## config.mk

```make
export PLATFORM = sky130hd
export DESIGN_NAME = f_pc_fd_reg_flat
export DESIGN_NICKNAME = d
export VERILOG_FILES = /design/src/rtl/f_pc_fd_reg_if.sv /design/src/rtl/f_pc_fd_reg.sv /design/src/flat_wrapper.sv
export SDC_FILE = /design/constraint.sdc
export NUM_CORES = 1
export LEC_CHECK = 0
export ABC_AREA = 1
export CAP_MARGIN = 20
export CELL_PAD_IN_SITES_DETAIL_PLACEMENT = 0
export CELL_PAD_IN_SITES_GLOBAL_PLACEMENT = 1
export CORE_MARGIN = 1.5
export CORE_UTILIZATION = 32
export CTS_CLUSTER_SIZE = 12
export DETAILED_ROUTE_END_ITERATION = 10
export PLACE_DENSITY = 0.85
export SLEW_MARGIN = 0
export SYNTH_ARGS = -nofsm -noshare
export SYNTH_HDL_FRONTEND = slang
export SYNTH_SLANG_ARGS = --single-unit
```

## constraint.sdc

```tcl
create_clock -name clk -period 2.1 [get_ports clk]
set_input_delay 0.315 -clock clk [delete_from_list [all_inputs] [get_ports clk]]
set_output_delay 0.315 -clock clk [all_outputs]
set_load 0.02 [all_outputs]
```

## src/rtl/f_pc_fd_reg_if.sv

```systemverilog
// Fetch/decode bundle between the F-stage PC register and the rest of the core.
// The master side drives next-PC, fetched word and redirect controls; the slave side returns PCs and D-stage state.
interface f_pc_fd_reg_if;
    logic [31:0] F_newPC;
    logic [31:0] F_Instr;
    logic        stall;
    logic        req;
    logic        eret;
    logic [31:0] EPC;
    logic        D_isBJ;
    logic [31:0] F_PC;
    logic [4:0]  F_ExcCode;
    logic [31:0] D_PC;
    logic [31:0] D_Instr;
    logic [4:0]  D_ExcCode;
    logic        D_BD;

    modport master (
        output F_newPC, F_Instr, stall, req, eret, EPC, D_isBJ,
        input  F_PC, F_ExcCode, D_PC, D_Instr, D_ExcCode, D_BD
    );

    modport slave (
        input  F_newPC, F_Instr, stall, req, eret, EPC, D_isBJ,
        output F_PC, F_ExcCode, D_PC, D_Instr, D_ExcCode, D_BD
    );
endinterface

```

## src/rtl/f_pc_fd_reg.sv

```systemverilog
// Fetch-stage PC register and F/D pipeline register with stall, exception and eret redirects.
// Define FETCH_CNT_EN to add the fetch_cnt/stall_cnt performance counters.
module f_pc_fd_reg #(
    parameter logic [31:0] RESET_PC   = 32'h0000_3000,
    parameter logic [31:0] HANDLER_PC = 32'h0000_4180,
    parameter logic [31:0] IM_BASE    = 32'h0000_3000,
    parameter logic [31:0] IM_LAST    = 32'h0000_6FFC
) (
    input  logic          clk,
    input  logic          reset_n,
`ifdef FETCH_CNT_EN
    output logic [31:0]   fetch_cnt,
    output logic [31:0]   stall_cnt,
`endif
    f_pc_fd_reg_if.slave  bus
);

    logic [31:0] pc;
    logic [31:0] d_pc;
    logic [31:0] d_instr;
    logic [4:0]  d_exc;
    logic        d_bd;
    logic        fetch_err;

    // Bad PCs are loaded as-is; the fault only shows up here as AdEL.
    assign fetch_err = (pc[1:0] != 2'b00) || (pc < IM_BASE) || (pc > IM_LAST);

    assign bus.F_PC      = pc;
    assign bus.F_ExcCode = fetch_err ? 5'd4 : 5'd0;
    assign bus.D_PC      = d_pc;
    assign bus.D_Instr   = d_instr;
    assign bus.D_ExcCode = d_exc;
    assign bus.D_BD      = d_bd;

    always_ff @(posedge clk or negedge reset_n) begin
        if (!reset_n) begin
            pc      <= RESET_PC;
            d_pc    <= 32'h0;
            d_instr <= 32'h0;
            d_exc   <= 5'd0;
            d_bd    <= 1'b0;
        end else if (bus.req) begin
            // Bubble carries the handler address so the macro-PC never goes backwards.
            pc      <= HANDLER_PC;
            d_pc    <= HANDLER_PC;
            d_instr <= 32'h0;
            d_exc   <= 5'd0;
            d_bd    <= 1'b0;
        end else if (bus.stall) begin
            pc      <= pc;
            d_pc    <= d_pc;
            d_instr <= d_instr;
            d_exc   <= d_exc;
            d_bd    <= d_bd;
        end else if (bus.eret) begin
            pc      <= bus.EPC;
            d_pc    <= bus.EPC;
            d_instr <= 32'h0;
            d_exc   <= 5'd0;
            d_bd    <= 1'b0;
        end else begin
            pc      <= bus.F_newPC;
            d_pc    <= pc;
            d_instr <= fetch_err ? 32'h0 : bus.F_Instr;
            d_exc   <= fetch_err ? 5'd4 : 5'd0;
            d_bd    <= bus.D_isBJ;
        end
    end

`ifdef FETCH_CNT_EN
    always_ff @(posedge clk or negedge reset_n) begin
        if (!reset_n) begin
            fetch_cnt <= 32'h0;
            stall_cnt <= 32'h0;
        end else if (!bus.req) begin
            if (bus.stall) begin
                stall_cnt <= stall_cnt + 32'd1;
            end else if (!bus.eret) begin
                fetch_cnt <= fetch_cnt + 32'd1;
            end
        end
    end
`endif

endmodule

```

## src/flat_wrapper.sv

```systemverilog
// flat-port wrapper written by rule: the top's interface ports become plain ports
module f_pc_fd_reg_flat 
#(
    parameter logic [31:0] RESET_PC   = 32'h0000_3000,
    parameter logic [31:0] HANDLER_PC = 32'h0000_4180,
    parameter logic [31:0] IM_BASE    = 32'h0000_3000,
    parameter logic [31:0] IM_LAST    = 32'h0000_6FFC
)
  (clk, reset_n, bus_F_newPC, bus_F_Instr, bus_stall, bus_req, bus_eret, bus_EPC, bus_D_isBJ, bus_F_PC, bus_F_ExcCode, bus_D_PC, bus_D_Instr, bus_D_ExcCode, bus_D_BD);
  f_pc_fd_reg_if bus_i ();
  input  logic clk;
  input  logic reset_n;
  input wire logic [$bits(bus_i.F_newPC)-1:0] bus_F_newPC;
  input wire logic [$bits(bus_i.F_Instr)-1:0] bus_F_Instr;
  input wire logic [$bits(bus_i.stall)-1:0] bus_stall;
  input wire logic [$bits(bus_i.req)-1:0] bus_req;
  input wire logic [$bits(bus_i.eret)-1:0] bus_eret;
  input wire logic [$bits(bus_i.EPC)-1:0] bus_EPC;
  input wire logic [$bits(bus_i.D_isBJ)-1:0] bus_D_isBJ;
  output wire logic [$bits(bus_i.F_PC)-1:0] bus_F_PC;
  output wire logic [$bits(bus_i.F_ExcCode)-1:0] bus_F_ExcCode;
  output wire logic [$bits(bus_i.D_PC)-1:0] bus_D_PC;
  output wire logic [$bits(bus_i.D_Instr)-1:0] bus_D_Instr;
  output wire logic [$bits(bus_i.D_ExcCode)-1:0] bus_D_ExcCode;
  output wire logic [$bits(bus_i.D_BD)-1:0] bus_D_BD;
  assign bus_i.F_newPC = bus_F_newPC;
  assign bus_i.F_Instr = bus_F_Instr;
  assign bus_i.stall = bus_stall;
  assign bus_i.req = bus_req;
  assign bus_i.eret = bus_eret;
  assign bus_i.EPC = bus_EPC;
  assign bus_i.D_isBJ = bus_D_isBJ;
  assign bus_F_PC = bus_i.F_PC;
  assign bus_F_ExcCode = bus_i.F_ExcCode;
  assign bus_D_PC = bus_i.D_PC;
  assign bus_D_Instr = bus_i.D_Instr;
  assign bus_D_ExcCode = bus_i.D_ExcCode;
  assign bus_D_BD = bus_i.D_BD;
  f_pc_fd_reg #(.RESET_PC(RESET_PC), .HANDLER_PC(HANDLER_PC), .IM_BASE(IM_BASE), .IM_LAST(IM_LAST)) u_core (.clk(clk), .reset_n(reset_n), .bus(bus_i));
endmodule
```

==> Word level (Yosys, flattened, before mapping) <==
Index checks and enable logic that the tools add are counted.
{ "classes": {"eq_ne": 1, "n_lt_le_gt_ge": 2, "reduce_logical": 3, "muxes": 17} }
{ "op_table": {"columns": ["operator", "count"], "rows": [
  ["$mux 32", 10],
  ["$gt 32x15->1 const B", 1],
  ["$lt 32x14->1 const B", 1],
  ["$mux 5", 3],
  ["$mux 1", 3],
  ["$mux 3", 1],
  ["$logic_or 1x1->1", 2],
  ["$ne 2x1->1 const B", 1],
  ["$reduce_bool 2->1", 1]
]} }
{ "word_totals": {"word_cells": 28, "inputBits": 102, "register_bits": 102} }

==> Logic depth before layout (Yosys ltp) <==
Gate-level depths: netlist (run 1).
{ "logic_depth": {"depth_word": 7, "depth_mapped": 8, "depth_no_buf": 8} }

==> Least setup slack after synthesis (run 1) <==
OpenSTA, ideal clock, no wires.
{ "synth_timing": {"path_kind": "flip-flop to output port", "start": "reg u_core.pc[12] (netlist: u_core.bus.F_PC[12])", "end": "out bus_F_ExcCode[2]", "stages_incl_launch_ff": 7, "arrival_time_ns": 1.115, "path_buffers": 1, "setup_slack_ns": 0.670, "cell_sequence": "dfstp_2 > nand3_1 > nand2_1 > nand2_1 > inv_1 > nand2_1 > buf_4"} }
{ "synth_via": {"elab_chain_len": 4, "elab_cells_between_ends": 5, "classes_between": "2 x order compare; 1 x mux; 2 x reduce/logical"} }
{ "synth_lines": {"columns": ["item", "line", "rtl"], "rows": [
  ["start, declared", "f_pc_fd_reg.sv:18", "logic [31:0] pc;"],
  ["start signal, assigned", "f_pc_fd_reg.sv:50", "pc <= pc;"],
  ["start signal, assigned", "f_pc_fd_reg.sv:56", "pc <= bus.EPC;"],
  ["start signal, assigned", "f_pc_fd_reg.sv:62", "pc <= bus.F_newPC;"],
  ["$lt 32x14->1", "f_pc_fd_reg.sv:26", "assign fetch_err = (pc[1:0] != 2'b00) || (pc < IM_BASE) || (pc > IM_LAST);"],
  ["$logic_or 1x1->1", "f_pc_fd_reg.sv:26", null],
  ["$logic_or 1x1->1 (*)", "f_pc_fd_reg.sv:26", null],
  ["via u_core.fetch_err", "f_pc_fd_reg.sv:23", "logic fetch_err;"],
  ["$mux 3 (*)", "f_pc_fd_reg.sv:29", "assign bus.F_ExcCode = fetch_err ? 5'd4 : 5'd0;"],
  ["end, declared", "flat_wrapper.sv:21", "output wire logic [$bits(bus_i.F_ExcCode)-1:0] bus_F_ExcCode;"]
]} }
Mark *: on every way through the listed nets, which the timed path passes. The rest lies on a longest branch.

==> Worst setup path after layout (run 1) <==
{ "layout_timing": {"start": "reg u_core.pc[12] (netlist: u_core.bus.F_PC[12])", "end": "out bus_F_PC[12]"} }
{ "layout_rtl": {"columns": ["item", "line", "rtl"], "rows": [
  ["end, declared", "flat_wrapper.sv:20", "output wire logic [$bits(bus_i.F_PC)-1:0] bus_F_PC;"]
]} }
No word-level cell between the ends.

==> results of run 1 <==
## synth_stat cells, drive strengths merged
cell type and count:
nor2 15, o22ai 10, dfrtp 96, nand3 2, o21ai 39, conb 1
buf 32, a22o 1, clkbuf 10, o221ai 10, dfstp 2, a21boi 4
nand3b 32, inv 42, a21oi 52, nand2 194, a22oi 1
## power breakdown
group | leakage, nW | internal (mW) | total, mW | switching (mW)
registers | 1.31 | 1.97 | 2.02 | 0.0575
logic | 1.77 | 0.409 | 0.880 | 0.471
clock network | 0.147 | 0.989 | 1.68 | 0.692
## cells by family after synthesis
group | after synthesis | share of synthesized area [%]
other cells | 1 | 0.08198
compound gates | 117 | 14.25
simple gates | 243 | 23.17
flops | 98 | 53.67
buf+inv | 84 | 8.835
## repair_timing
| action | CTS | global route |
|---|---|---|
| cloned | 0 | 0 |
| hold buffers | 1 | 0 |
| resized for setup | 1 | 2 |
| endpoints found under the setup margin | 1 | 1 |
| hold endpoints to repair | 29 | 0 |
## final cells by class
class / count / area (um^2) / area share (%)
Tap cell: 180 / 225.2 / 3.197
Clock inverter: 2 / 35.03 / 0.4972
Multi-Input combinational cell: 368 / 1742 / 24.72
Clock buffer: 14 / 264.0 / 3.747
Sequential cell: 98 / 2455 / 34.84
Inverter: 42 / 165.2 / 2.344
Timing Repair Buffer: 215 / 2160 / 30.65
## through the flow
step           power (mW)  util, %  setup slack, ps
2_1_floorplan       2.450        -            670.0
3_3_place_gp        2.934    48.38            217.2
3_5_place_dp        2.943    48.38            199.7
4_1_cts             4.643    50.59            79.11
5_1_grt             4.801    50.56            115.8
6_report            4.584    50.56            231.0
## registers in the layout, indices dropped and copies added, names as in the netlist
signal	count
u_core.bus.D_ExcCode	1
u_core.bus.D_Instr	32
u_core.bus.D_PC	32
u_core.bus.F_PC	32
u_core.bus.D_BD	1
## layer usage
metal	track usage [%]	up-vias	share of wire, %
met5	0	-	0
met4	8.212	0	2.2
met3	3.717	22	5.0
met2	33.17	128	51
met1	24.59	2091	42
li1	-	2130	-
## how the worst max path moves through the flow
stage	start	end	slack [ps]	depth (start not counted)
floorplan	u_core.bus.F_PC[12]	bus_F_ExcCode[2]	670	6
global placement	u_core.bus.F_PC[12]	bus_F_ExcCode[2]	220	7
detailed placement	u_core.bus.F_PC[12]	bus_F_ExcCode[2]	200	7
CTS	u_core.bus.F_PC[30]	bus_F_ExcCode[2]	80	7
global route	u_core.bus.F_PC[31]	bus_F_ExcCode[2]	120	7
finish	u_core.bus.F_PC[12]	bus_F_PC[12]	230	1
==> reports/metrics.cfg, run 1 <==
[timing]
hold_ws_ps=475.2
hold_violations=0
setup_viol=0
fin_worst_skew_ps=5.873
timing.fmax_mhz=535.0
fin_crit_ps=1869
tns_ps=0
slew_violations=0
period_share_pct=89.00
rsz0062_at_grt=false

[power]
ir_worst_vdd_mv=0.3231
power_leakage_nw=3.224
powerDensity_nw_per_um2=650.7

[worst_setup_path]
worst-path-buf-inv=1
slowest_delay_ps=650
start_kind=register
criticalPathCategory=reg -> out
crit_required_ps=1780
rr_endpoint=u_core.bus.D_Instr[7]
rr_worst_depth=8
worstSetupEndpointType=output pin
crit_family=buffers and inverters
rr_startpoint=u_core.bus.F_PC[30]
rrSetupSlack_ps=570
crit_arrival_ps=1550
slowest_stage=clkdlybuf4s50_1
path_cells=clkdlybuf4s50_1
critical_path_peak_fanout=5

[synth]
synth_area_leaders=dfrtp_1 53%, nand2_1 16%, a21oi_1 5.7%
synthDistinctLibCells=25
synth.cell_area_um2=4574
yosysSeqAreaShare_pct=53.67
syn_area_per_cell_um2=8.424
yosysWarnings=0
yosysTopAreaCell=dfrtp_1
postSynthCellCount=543
yosys_register_bits=98
synth.top_cell.area_share_pct=52.52

[layout]
fillerInstances=1302
final_cell_area_um2=7046
area_growth_pct=54.02
fin_cells=919
num_antenna_cells=0
mostFrequentLayoutCells=198 x clkdlybuf4s50_1, 193 x nand2_1, 96 x dfrtp_1
final_common_cell=clkdlybuf4s50_1
drive_gt1_share_pct=5.548
num-nets-final=836

[placed_design]
gp_congestion=0.8103
port-buffer-count=200
hpwlAfterDp_um=10460
dp.cells=902
place_area_um2=6741

[floorplanning]
die-area_um2=15020
io_pins=209
die_w_um=122.6
initial_core_util_pct=32.83
row_count=43
core_um2=13930
fp.dieH_um=122.6

[route]
viasPerCell=4.756
vias=4371
drtIter0Drc=267
routed_wl_um=14450
final_antenna_net_count=0
first_pass_iters=4
avgRoutedWirePerCell_um=15.72
drc=0

[global_route]
antenna_found_initial=0
grt_max_degree=40
grt_overflow_total=0
first_global_vias=4402
track_usage_pct=19.63
grt_pass1_wl_um=22760

[clocking]
post_cts_buffers=0
clock-sinks=98
insertion_delay_ps=340
cts_max_path_buffers=2
cts_tree=done
htreeDepth=3
root_buffer=clkbuf_16
path_clk_slew_ps=60
cts-buffers-inserted=9

[outcome]
run_status=completed

[worst_hold_path]
worstHoldPathType=in -> async

[run]
maxCapViolCount=0

Note: power is estimated with default switching activity, not from simulation.
==> inputs of run 2 (changes only) <==
- SETUP_SLACK_MARGIN: not set -> 0.4
==> run 2 against run 1 <==
Compared with the run above:
- routed wire length up 1.4%
- register-to-register slack gained 40 ps
- non-clock buffer count increased by 18
- hold slack worse by 1.7 ps
- die area unchanged
- setup slack improved by 120 ps
- sequential share of layout area decreased by 0.92 points
- global-route usage about the same
- critical path depth increased by 1
- flip-flop and latch count did not move
- highest routed layer unchanged
==> reports/metrics.cfg, run 2 (same netlist as run 1, synthesis figures left out) <==
[global_route]
grt_pass1_wl_um=22780
grt_max_degree=40
antenna_found_initial=0
first_global_vias=4392
grt_overflow_total=0
track_usage_pct=19.64

[layout]
num-nets-final=854
num_antenna_cells=0
area_growth_pct=58.18
mostFrequentLayoutCells=187 x nand2_1, 174 x clkdlybuf4s50_1, 96 x dfrtp_1
final_common_cell=nand2_1
final_cell_area_um2=7236
drive_gt1_share_pct=9.511

[timing]
rsz0062_at_grt=true
slew_violations=0
timing.fmax_mhz=572.1
tns_ps=0
hold_violations=0
setup_viol=0
fin_crit_ps=1748
fin_worst_skew_ps=5.378
period_share_pct=83.24

[power]
ir_worst_vdd_mv=0.3251
powerDensity_nw_per_um2=638.2
power_leakage_nw=3.543

[clocking]
clock-sinks=98
cts-buffers-inserted=9
path_clk_slew_ps=60
insertion_delay_ps=340
cts_tree=done
htreeDepth=3
cts_max_path_buffers=2
root_buffer=clkbuf_16

[worst_setup_path]
start_kind=register
crit_arrival_ps=1430
crit_required_ps=1780
worstSetupEndpointType=output pin
criticalPathCategory=reg -> out
critical_path_peak_fanout=3

[floorplanning]
core_um2=13930
die_w_um=122.6
initial_core_util_pct=32.83
die-area_um2=15020
fp.dieH_um=122.6
io_pins=209
row_count=43

[worst_hold_path]
worstHoldPathType=in -> async

[placed_design]
place_area_um2=6741
gp_congestion=0.8103
hpwlAfterDp_um=10460
port-buffer-count=200

[route]
viasPerCell=4.759
routed_wl_um=14640
drc=0
vias=4459
first_pass_iters=4
drtIter0Drc=275
final_antenna_net_count=0
avgRoutedWirePerCell_um=15.63

[run]
maxCapViolCount=0

[outcome]
run_status=completed

## run 2: cell types whose count changed in the layout (fill, tap and decap cells not counted), moves of 5 or more
cell             previous run  this run
clkdlybuf4s50_1           198       174
inv_2                       4         9
nand2_2                     0         6
inv_1                      36        31
dlygate4sd2_1               0        11
nand2_1                   193       187
dlymetal6s2s_1              0        13
buf_4                      11        29
## run 2: through the flow
| step | util [%] | instances | hold slack, ps | total power, mW | setup WS (ps) |
|---|---|---|---|---|---|
| finish | 51.93 | 937 | 473.5 | 4.618 | 352.0 |
| global route | 51.93 | 937 | 498.7 | 4.838 | 265.8 |
| CTS | 50.46 | 919 | 483.2 | 4.633 | 239.3 |
| detailed placement | 48.38 | 902 | 304.0 | 2.943 | 199.7 |
| global placement | 48.38 | 902 | 301.5 | 2.934 | 217.2 |
| floorplan | - | 550 | 19.41 | 2.450 | 670.0 |
## run 2: final cells by class
cell class | count | area, um^2
flip-flops and latches | 98 | 2455
well taps | 180 | 225.2
clock buffers | 14 | 264.0
fillers | 1292 | 6699
clock inverters | 2 | 35.03
inverters | 42 | 165.2
multi-input cells | 368 | 1772
repair buffers | 233 | 2320
## run 2: report_power, final
group	internal, mW	switching [mW]
Sequential	1.97	0.0534
Clock	0.989	0.690
Combinational	0.429	0.490
## run 2: path summary, 6_finish.rpt
path                            cells past startpoint              startpoint  slack (ps)                     end
worst max-delay path                                2      u_core.bus.F_PC[1]         350             bus_F_PC[1]
worst min register to register                      2  u_core.bus.D_Instr[10]         480  u_core.bus.D_Instr[10]
worst max register to register                      8      u_core.bus.F_PC[1]         610   u_core.bus.D_Instr[7]
max in group asynchronous                           3                 reset_n        1000  u_core.bus.D_Instr[25]
min in group clk                                    2  u_core.bus.D_Instr[10]         480  u_core.bus.D_Instr[10]
worst min-delay path                                2                 reset_n         470      u_core.bus.F_PC[5]
## run 2: worst max-delay path: stages, from the launching register on
cell and delay, ps:
dfrtp_1 380, buf_4 120, clkdlybuf4s50_1 600
## run 2: what timing repair did
item | in CTS | in global routing
hold buffers | 1 | 0
gates resized for setup | 15 | 30
pin swaps | 0 | 9
endpoints found under the hold margin | 29 | 0
endpoints found under the setup margin | 12 | 14
buffers inserted | 0 | 18
## run 2: metal layers
metal	vias to the layer above	part of all wire (%)	track usage, %
li1	2167	-	-
met1	2138	42	24.62
met2	132	51	33.34
met3	22	5.0	3.717
met4	0	2.1	7.849
met5	-	0	0
